<file path="src/rtl/i2c_slave_if.sv">
// i2c_slave_if: bus pins and host register port of the i2c_slave.
//   scl_i/sda_i: bus levels in; sda_o: open-drain drive (0 = pull low)
//   host_we/host_addr/host_wdata/host_rdata: local register file access
//   busy/addr_match/wr_strobe/wr_index: transaction status
interface i2c_slave_if #(parameter int PTR_W = 4);
  logic scl_i;
  logic sda_i;
  logic sda_o;
  logic host_we;
  logic [PTR_W-1:0] host_addr;
  logic [7:0] host_wdata;
  logic [7:0] host_rdata;
  logic busy;
  logic addr_match;
  logic wr_strobe;
  logic [PTR_W-1:0] wr_index;
  modport slave (
    input scl_i, sda_i, host_we, host_addr, host_wdata,
    output sda_o, host_rdata, busy, addr_match, wr_strobe, wr_index
  );
  modport master (
    output scl_i, sda_i, host_we, host_addr, host_wdata,
    input sda_o, host_rdata, busy, addr_match, wr_strobe, wr_index
  );
endinterface

</file>
<file path="src/rtl/i2c_slave.sv">
// i2c_slave: oversampled I2C target with auto-increment register file and host port.
//   clk/rst: system clock (>=20x SCL), synchronous active-high reset
//   bus: i2c_slave_if.slave (SCL/SDA pins, host port, status outputs)
module i2c_slave #(
  parameter logic [6:0] SLAVE_ADDR = 7'h42,
  parameter int PTR_W = 4
) (
  input logic clk,
  input logic rst,
  i2c_slave_if.slave bus
);
  typedef enum logic [2:0] {IDLE, ADDR, ADDR_ACK, WR_DATA, WR_ACK, RD_DATA, RD_ACK, IGNORE} state_t;
  state_t state, state_n;
  logic scl_m, scl_s, scl_h, sda_m, sda_s, sda_h;
  logic [7:0] regs [2**PTR_W];
  logic [PTR_W-1:0] ptr, wr_index;
  logic [2:0] bit_cnt;
  logic [6:0] shift;
  logic [7:0] shadow;
  logic rw, ack_on, sda_o, busy, addr_match, wr_strobe;
  logic scl_rise, scl_fall, start, stop;
  assign scl_rise = scl_s & ~scl_h;
  assign scl_fall = ~scl_s & scl_h;
  assign start = scl_s & scl_h & sda_h & ~sda_s;
  assign stop = scl_s & scl_h & ~sda_h & sda_s;
  assign bus.sda_o = sda_o;
  assign bus.busy = busy;
  assign bus.addr_match = addr_match;
  assign bus.wr_strobe = wr_strobe;
  assign bus.wr_index = wr_index;
  assign bus.host_rdata = regs[bus.host_addr];
  always_ff @(posedge clk) begin
    if (rst) {scl_m, scl_s, scl_h, sda_m, sda_s, sda_h} <= '1;
    else {scl_m, scl_s, scl_h, sda_m, sda_s, sda_h} <= {bus.scl_i, scl_m, scl_s, bus.sda_i, sda_m, sda_s};
  end
  always_ff @(posedge clk) state <= rst ? IDLE : state_n;
  // ack_on marks the second half of an ACK slot: low already driven (or ACK seen on reads)
  always_comb begin
    state_n = state;
    if (start) state_n = ADDR;
    else if (stop) state_n = IDLE;
    else
      case (state)
        ADDR:     if (scl_rise && bit_cnt == 3'd7) state_n = (shift == SLAVE_ADDR) ? ADDR_ACK : IGNORE;
        ADDR_ACK: if (scl_fall && ack_on) state_n = rw ? RD_DATA : WR_DATA;
        WR_DATA:  if (scl_rise && bit_cnt == 3'd7) state_n = WR_ACK;
        WR_ACK:   if (scl_fall && ack_on) state_n = WR_DATA;
        RD_DATA:  if (scl_fall && bit_cnt == 3'd7) state_n = RD_ACK;
        RD_ACK:   state_n = (scl_rise && sda_s) ? IGNORE : (scl_fall && ack_on) ? RD_DATA : RD_ACK;
        default:  state_n = state;
      endcase
  end
  always_ff @(posedge clk) begin
    if (rst) begin
      for (int i = 0; i < 2**PTR_W; i++) regs[i] <= 8'h00;
      {sda_o, busy, addr_match, wr_strobe, rw, ack_on} <= 6'b100000;
      {ptr, wr_index, bit_cnt, shift, shadow} <= '0;
    end else begin
      wr_strobe <= 1'b0;
      if (bus.host_we) regs[bus.host_addr] <= bus.host_wdata;
      if (start) begin
        {bit_cnt, ptr, ack_on, addr_match} <= '0;
        {busy, sda_o} <= 2'b11;
      end else if (stop) begin
        {busy, addr_match, ack_on} <= '0;
        sda_o <= 1'b1;
      end else
        case (state)
          ADDR, WR_DATA:
            if (scl_rise) begin
              shift <= {shift[5:0], sda_s};
              bit_cnt <= bit_cnt + 3'd1;
              ack_on <= 1'b0;
              if (bit_cnt == 3'd7 && state == ADDR) rw <= sda_s;
              if (bit_cnt == 3'd7 && state == WR_DATA) begin
                regs[ptr] <= {shift, sda_s};
                wr_strobe <= 1'b1;
                wr_index <= ptr;
                ptr <= ptr + 1'b1;
              end
            end
          ADDR_ACK, WR_ACK, RD_ACK:
            if (scl_rise && state == RD_ACK) ack_on <= ~sda_s;
            else if (scl_fall && !ack_on && state != RD_ACK) begin
              sda_o <= 1'b0;
              ack_on <= 1'b1;
              if (state == ADDR_ACK) addr_match <= 1'b1;
            end else if (scl_fall && ack_on) begin
              ack_on <= 1'b0;
              bit_cnt <= 3'd0;
              // Read bytes are latched into a shadow so host writes cannot tear them
              if (state == RD_ACK || (state == ADDR_ACK && rw)) begin
                shadow <= regs[ptr];
                sda_o <= regs[ptr][7];
                ptr <= ptr + 1'b1;
              end else sda_o <= 1'b1;
            end
          RD_DATA:
            if (scl_fall) begin
              bit_cnt <= bit_cnt + 3'd1;
              sda_o <= (bit_cnt == 3'd7) ? 1'b1 : shadow[6];
              shadow <= {shadow[6:0], 1'b0};
              ack_on <= 1'b0;
            end
          default: sda_o <= 1'b1;
        endcase
    end
  end
endmodule

</file>
<file path="src/flat_wrapper.sv">
// flat-port wrapper written by rule: the top's interface ports become plain ports
module i2c_slave_flat 
#(
  parameter logic [6:0] SLAVE_ADDR = 7'h42,
  parameter int PTR_W = 4
)
  (clk, rst, bus_scl_i, bus_sda_i, bus_host_we, bus_host_addr, bus_host_wdata, bus_sda_o, bus_host_rdata, bus_busy, bus_addr_match, bus_wr_strobe, bus_wr_index);
  i2c_slave_if #(.PTR_W(PTR_W)) bus_i ();
  input logic clk;
  input logic rst;
  input wire logic [$bits(bus_i.scl_i)-1:0] bus_scl_i;
  input wire logic [$bits(bus_i.sda_i)-1:0] bus_sda_i;
  input wire logic [$bits(bus_i.host_we)-1:0] bus_host_we;
  input wire logic [$bits(bus_i.host_addr)-1:0] bus_host_addr;
  input wire logic [$bits(bus_i.host_wdata)-1:0] bus_host_wdata;
  output wire logic [$bits(bus_i.sda_o)-1:0] bus_sda_o;
  output wire logic [$bits(bus_i.host_rdata)-1:0] bus_host_rdata;
  output wire logic [$bits(bus_i.busy)-1:0] bus_busy;
  output wire logic [$bits(bus_i.addr_match)-1:0] bus_addr_match;
  output wire logic [$bits(bus_i.wr_strobe)-1:0] bus_wr_strobe;
  output wire logic [$bits(bus_i.wr_index)-1:0] bus_wr_index;
  assign bus_i.scl_i = bus_scl_i;
  assign bus_i.sda_i = bus_sda_i;
  assign bus_i.host_we = bus_host_we;
  assign bus_i.host_addr = bus_host_addr;
  assign bus_i.host_wdata = bus_host_wdata;
  assign bus_sda_o = bus_i.sda_o;
  assign bus_host_rdata = bus_i.host_rdata;
  assign bus_busy = bus_i.busy;
  assign bus_addr_match = bus_i.addr_match;
  assign bus_wr_strobe = bus_i.wr_strobe;
  assign bus_wr_index = bus_i.wr_index;
  i2c_slave #(.SLAVE_ADDR(SLAVE_ADDR), .PTR_W(PTR_W)) u_core (.clk(clk), .rst(rst), .bus(bus_i));
endmodule
</file>
<file path="config.mk">
export PLATFORM = sky130hd
export DESIGN_NAME = i2c_slave_flat
export DESIGN_NICKNAME = d
export VERILOG_FILES = /design/src/rtl/i2c_slave_if.sv /design/src/rtl/i2c_slave.sv /design/src/flat_wrapper.sv
export SDC_FILE = /design/constraint.sdc
export NUM_CORES = 1
export LEC_CHECK = 0
export CAP_MARGIN = 20
export CELL_PAD_IN_SITES_DETAIL_PLACEMENT = 0
export CELL_PAD_IN_SITES_GLOBAL_PLACEMENT = 1
export CORE_MARGIN = 10
export CORE_UTILIZATION = 33
export CTS_CLUSTER_SIZE = 30
export DETAILED_ROUTE_END_ITERATION = 6
export GPL_TIMING_DRIVEN = 0
export PLACE_DENSITY = 0.58
export RECOVER_POWER = 25
export SYNTH_ARGS = -nofsm -noshare
export SYNTH_HDL_FRONTEND = slang
export SYNTH_SLANG_ARGS = --single-unit
</file>
<file path="constraint.sdc">
create_clock -name clk -period 7.7 [get_ports clk]
set_clock_uncertainty 0.05 [all_clocks]
set_input_delay 1.54 -clock clk [delete_from_list [all_inputs] [get_ports clk]]
set_output_delay 1.54 -clock clk [all_outputs]
set_load 0.05 [all_outputs]
</file>
Yosys cells after proc, flatten, opt, wreduce, memory -nomap -nowiden

Memory sizes are Yosys's and may differ from the RTL's. A register that Yosys moved wholly into a read port is not among the register bits.
Index checks and enable logic that the tools add are counted.

Register bits after elaboration: 40
Bits in latches: 0
Bits in writable memories: 128
ROM bits: 0
Bits of input ports: 17
Output and inout port bits: 16
Logic and storage cells: 166
Memories kept: 1

$add $sub $neg: 2
$mul: 0
Div/mod/pow operators: 0
Order comparisons: 0
Equality and inequality tests: 28
Shift operators: 0
Mux-type cells: 66
Bitwise operators: 15
Reduce and logical (&&, ||, !) cells: 35

Memories:

| name        | depth | width | read ports | clocked after Yosys merged registers in | write ports | RTL line        | source |
|---|---|---|---|---|---|---|---|
| u_core.regs | 16    | 8     | 2          | 1                                       | 16          | i2c_slave.sv:15 | `logic [7:0] regs [2**PTR_W];` |

Operators by type and width:

| cell                 | count |
|---|---|
| $mux W4              | 10 |
| $mux W3              | 13 |
| $mux W7              | 5 |
| $mux W1              | 29 |
| $ne A4 B1 Y1 const B | 5 |
| $ne A2 B1 Y1 const B | 9 |
| $pmux W3 S6          | 1 |
| $mux W8              | 2 |
| $reduce_and A4 Y1    | 4 |
| $reduce_and A8 Y1    | 2 |
| $reduce_or A8 Y1     | 2 |
| $pmux W7 S2          | 1 |
| $eq A3 B3 Y1 const B | 4 |
| $reduce_and A6 Y1    | 2 |
| $logic_and A1 B1 Y1  | 10 |
| $reduce_and A5 Y1    | 2 |
| $pmux W3 S3          | 1 |
| $not A1 Y1           | 8 |
| $pmux W4 S2          | 1 |
| $reduce_bool A8 Y1   | 1 |
| $and A1 B1 Y1        | 7 |
| $eq A7 B7 Y1 const B | 1 |
| $reduce_and A7 Y1    | 1 |
| $eq A3 B2 Y1 const B | 2 |
| 16 further kinds     | 23 |

Depth between registers and ports, before layout

Depth in word-level cells: 11
Gate-level depth with buffers: 9
Gate-level depth less buffers: 7

Least setup slack after synthesis

No wires, ideal clock.

Path kind: input-to-output
Start: in bus_host_addr[0]
End: out bus_host_rdata[0]
Arrival: 3185 ps
Required time: 6110 ps
Setup slack: 2925 ps
Stages: 4
Path buffers: 2
Path through: buf_2 > buf_2 > mux4_2 > mux4_2

Longest elaborated chain between the ends: 1

RTL lines:

| what               | RTL line           | source |
|---|---|---|
| start: declaration | flat_wrapper.sv:14 | `input wire logic [$bits(bus_i.host_addr)-1:0] bus_host_addr;` |
| $mem_v2 Z16 W8     | -                  |  |
| end: declaration   | flat_wrapper.sv:17 | `output wire logic [$bits(bus_i.host_rdata)-1:0] bus_host_rdata;` |

No other way between the ends.

Worst setup path in the final report

Start: in bus_host_addr[0]
End: out bus_host_rdata[4]

The elaborated chain is that of the path after synthesis.

==> metrics.md <==
| Metric | Value |
|---|---|
| Cell area after layout | 11600 um2 |
| Vias | 8526 |
| Top cell type's share of synthesized area | 0.372 |
| Top cells by area, synth | edfxtp_1 37%, mux4_2 12%, nand2_1 10% |
| Syn Inst Count | between 1k and 1.5k |
| Hold WC Path Type | flop to flop |
| Gpl congestion | 0.927 |
| Mapped cell area | around 10000 um2 |
| Placed cell area | 11000 um2 |
| Measured slew at the worst slew-check pin | 1040 ps |
| H-tree levels | 4 |
| TritonCTS clock tree | built |
| Drt total wl | 38.6 mm |
| Synthesis warning total | 0 |
| Post-detailed-route wirelength per cell | between 20 and 30 um |
| Post-synth net total | 1065 |
| First-pass GRT wire length | 56.1 mm |
| Unrepaired setup endpoints after global routing | false |
| Post-synth cell types | 64 |
| Critical setup path kind | input pin to output port |
| Cell taking the most area after synthesis | edfxtp_1 |
| DRC Markers | 0 |
| CP Max Fanout | 10 |
| Setup Total Neg Slack | 0 ps |
| PostCTS Resize Cnt | 0 |
| Required @ worst endpoint | 6110 ps |
| Worst EP arrival | around 4600 ps |
| Top Metal Used | met5 |
| Layout cells sized above 1 | 0.150 |
| Final HPWL DP | 28.6 mm |
| Tmin final | 6160 ps |
| Pwr dens | roughly 210 nW/um2 |
| FP Rows | 64 |
| Drt first pass iters | 5 |
| CP peak stage delay | 740 ps |
| Met1 WL | 17.2 mm |
| Diode count | 0 |
| WL met3 | between 2 and 3 mm |
| Max-Cap Viols | 0 |
| Die height | 197 um |
| Routed Antenna Nets | 0 |
| CP endpoint kind | output port |
| Top FF cell, synth | edfxtp_1 |
| Floorplan die width | about 200 um |
| Crit share post-route | 0.800 |
| Post-synthesis sequential area ratio | 0.457 |
| Final setup viols | 0 |
| Worst VDD drop | 0.151 mV |
| Run status | complete, no violations |
| Die area | 38800 um2 |
| IO buf count | 19 |
| Total CTS buffers | 17 |
| Wire length on met2 | 17.9 mm |
| Clock root cell | clkbuf_16 |
| Avg Cell Area, Syn | 9.91 um2 |
| Commonest non-fill, non-tap cell in the layout | nand2_1 |
| Max Slew Vio Count | 0 |
| Most frequent cells in the layout | 280 x nand2_1, 138 x o21ai_0, 128 x edfxtp_1 |
| Flop2flop setup slack | 4740 ps |
| Relative slew slack | 0.304 |
| Final hold violations | 0 |
| Max Clk Rate | 162 MHz |
| Drt initial violations | 836 |
| IO Pins | 33 |
| Clock sinks | 172 |
| Clk_lat worst skew | 460 ps |
| Starting Density | 0.336 |
| Number of synthesized register bits | roughly 170 |
| Area growth from synthesis to layout | 12.1% |
| Asr flop ratio synth | 0 |
| CTS clk-pin slew, worst paths | 70 ps |
| Gr usage total | 0.199 |
| Core ar. | 30700 um2 |
| CP startpoint kind | input pin |
| Vias in the first global route | approximately 8k |
| Post-CTS setup buffers | 0 |
| Clk buf depth | 2 |
| Largest net degree at the start of global routing | 17 |
| Post-synth EDFFs | between 100 and 150 |
| Nets@finish | 1104 |
| Worst path cell trace | clkbuf_1, clkbuf_1, mux4_2, mux4_2, clkdlybuf4s50_1 |
| Slowest-stage cell, CP | clkdlybuf4s50_1 |
| P_leak | 0.00357 uW |
| Antenna violations before repair | 1 |
| GRT overflow | 0 |
| # hold bufs at CTS | 0 |
| Vias/cell | 5.72 |
## worst paths after layout
check,from,endpoint,cells after the start
worst max-delay path,bus_host_addr[0],bus_host_rdata[4],5
worst min-delay path,u_core.scl_m$_SDFF_PP1_,u_core.scl_s$_SDFF_PP1_,1
worst max register to register,u_core.bit_cnt[0]$_SDFFE_PP0P_,u_core.regs[6][5]$_DFFE_PP_,7
worst min register to register,u_core.scl_m$_SDFF_PP1_,u_core.scl_s$_SDFF_PP1_,1
## state kept, by name, summed over array words and instances (netlist names), 3 cells and up, named ones only
register             cells
u_core.bit_cnt           3
u_core.state             3
u_core.shadow            7
u_core.ptr               4
u_core.regs            128
u_core.shift             7
u_core.bus.wr_index      4
## through the flow
stage	util	worst slack [ps]	total power (uW)	hold slack (ps)	std cells
after floorplan	-	2930	1390	339	1042
after global placement	0.358	1770	1540	351	1457
after detailed placement	0.358	1780	1540	345	1458
after CTS	0.377	1780	2400	362	1490
after global routing	0.376	1370	2470	370	1490
final	0.376	1540	2390	360	1490
## where the power goes
part	internal, uW	switching, uW	total, uW
sequential	1050	44.4	1100
clock	451	419	871
combinational	163	263	426
## synth_stat cells (all sizes together) (8+ instances only)
master and instances:
nor2b 10, clkbuf 43, nand2b 14, nand2 282
mux4 56, inv 12, nor3 23, or3 18
mux2i 26, nor4 8, a21oi 33, buf 54
a211oi 10, edfxtp 128, mux2 14, dfxtp 44
o21ai 144, nor2 37
## layout make-up
cell class / instances / area, um2
multi-input cells: 761 / 5130
well taps: 396 / 495
flip-flops and latches: 172 / 4720
repair buffers: 20 / 194
clock buffers: 17 / 425
clock inverters: 15 / 136
fillers: 3080 / 19200
inverters: 12 / 45.0
plain buffers: 97 / 423
## critical path, delay by kind of cell
family / cells / cell delay [ps]
multiplexers: 2 / 1180
buffers and inverters: 3 / 1830
## metal layers
metal,global-route usage,vias up
li1,-,3853
met1,0.266,4253
met2,0.312,361
met3,0.0419,57
met4,0.0689,2
met5,0,-
## logic make-up (layout without fill, tap and decap cells)
kind of cell             count (synthesis)  in the layout  share of synthesized area
buffers and inverters                  109            161                     0.0458
multiplexers                            96             96                      0.163
adder cells (fa/ha/maj)                  6              6                    0.00727
XOR/XNOR                                 2              2                    0.00170
AO/OA/AOI/OAI                          227            227                      0.127
AND/OR/NAND/NOR                        430            430                      0.199
flip-flops                             172            172                      0.457
No activity file was read; power rests on OpenSTA's default activity.
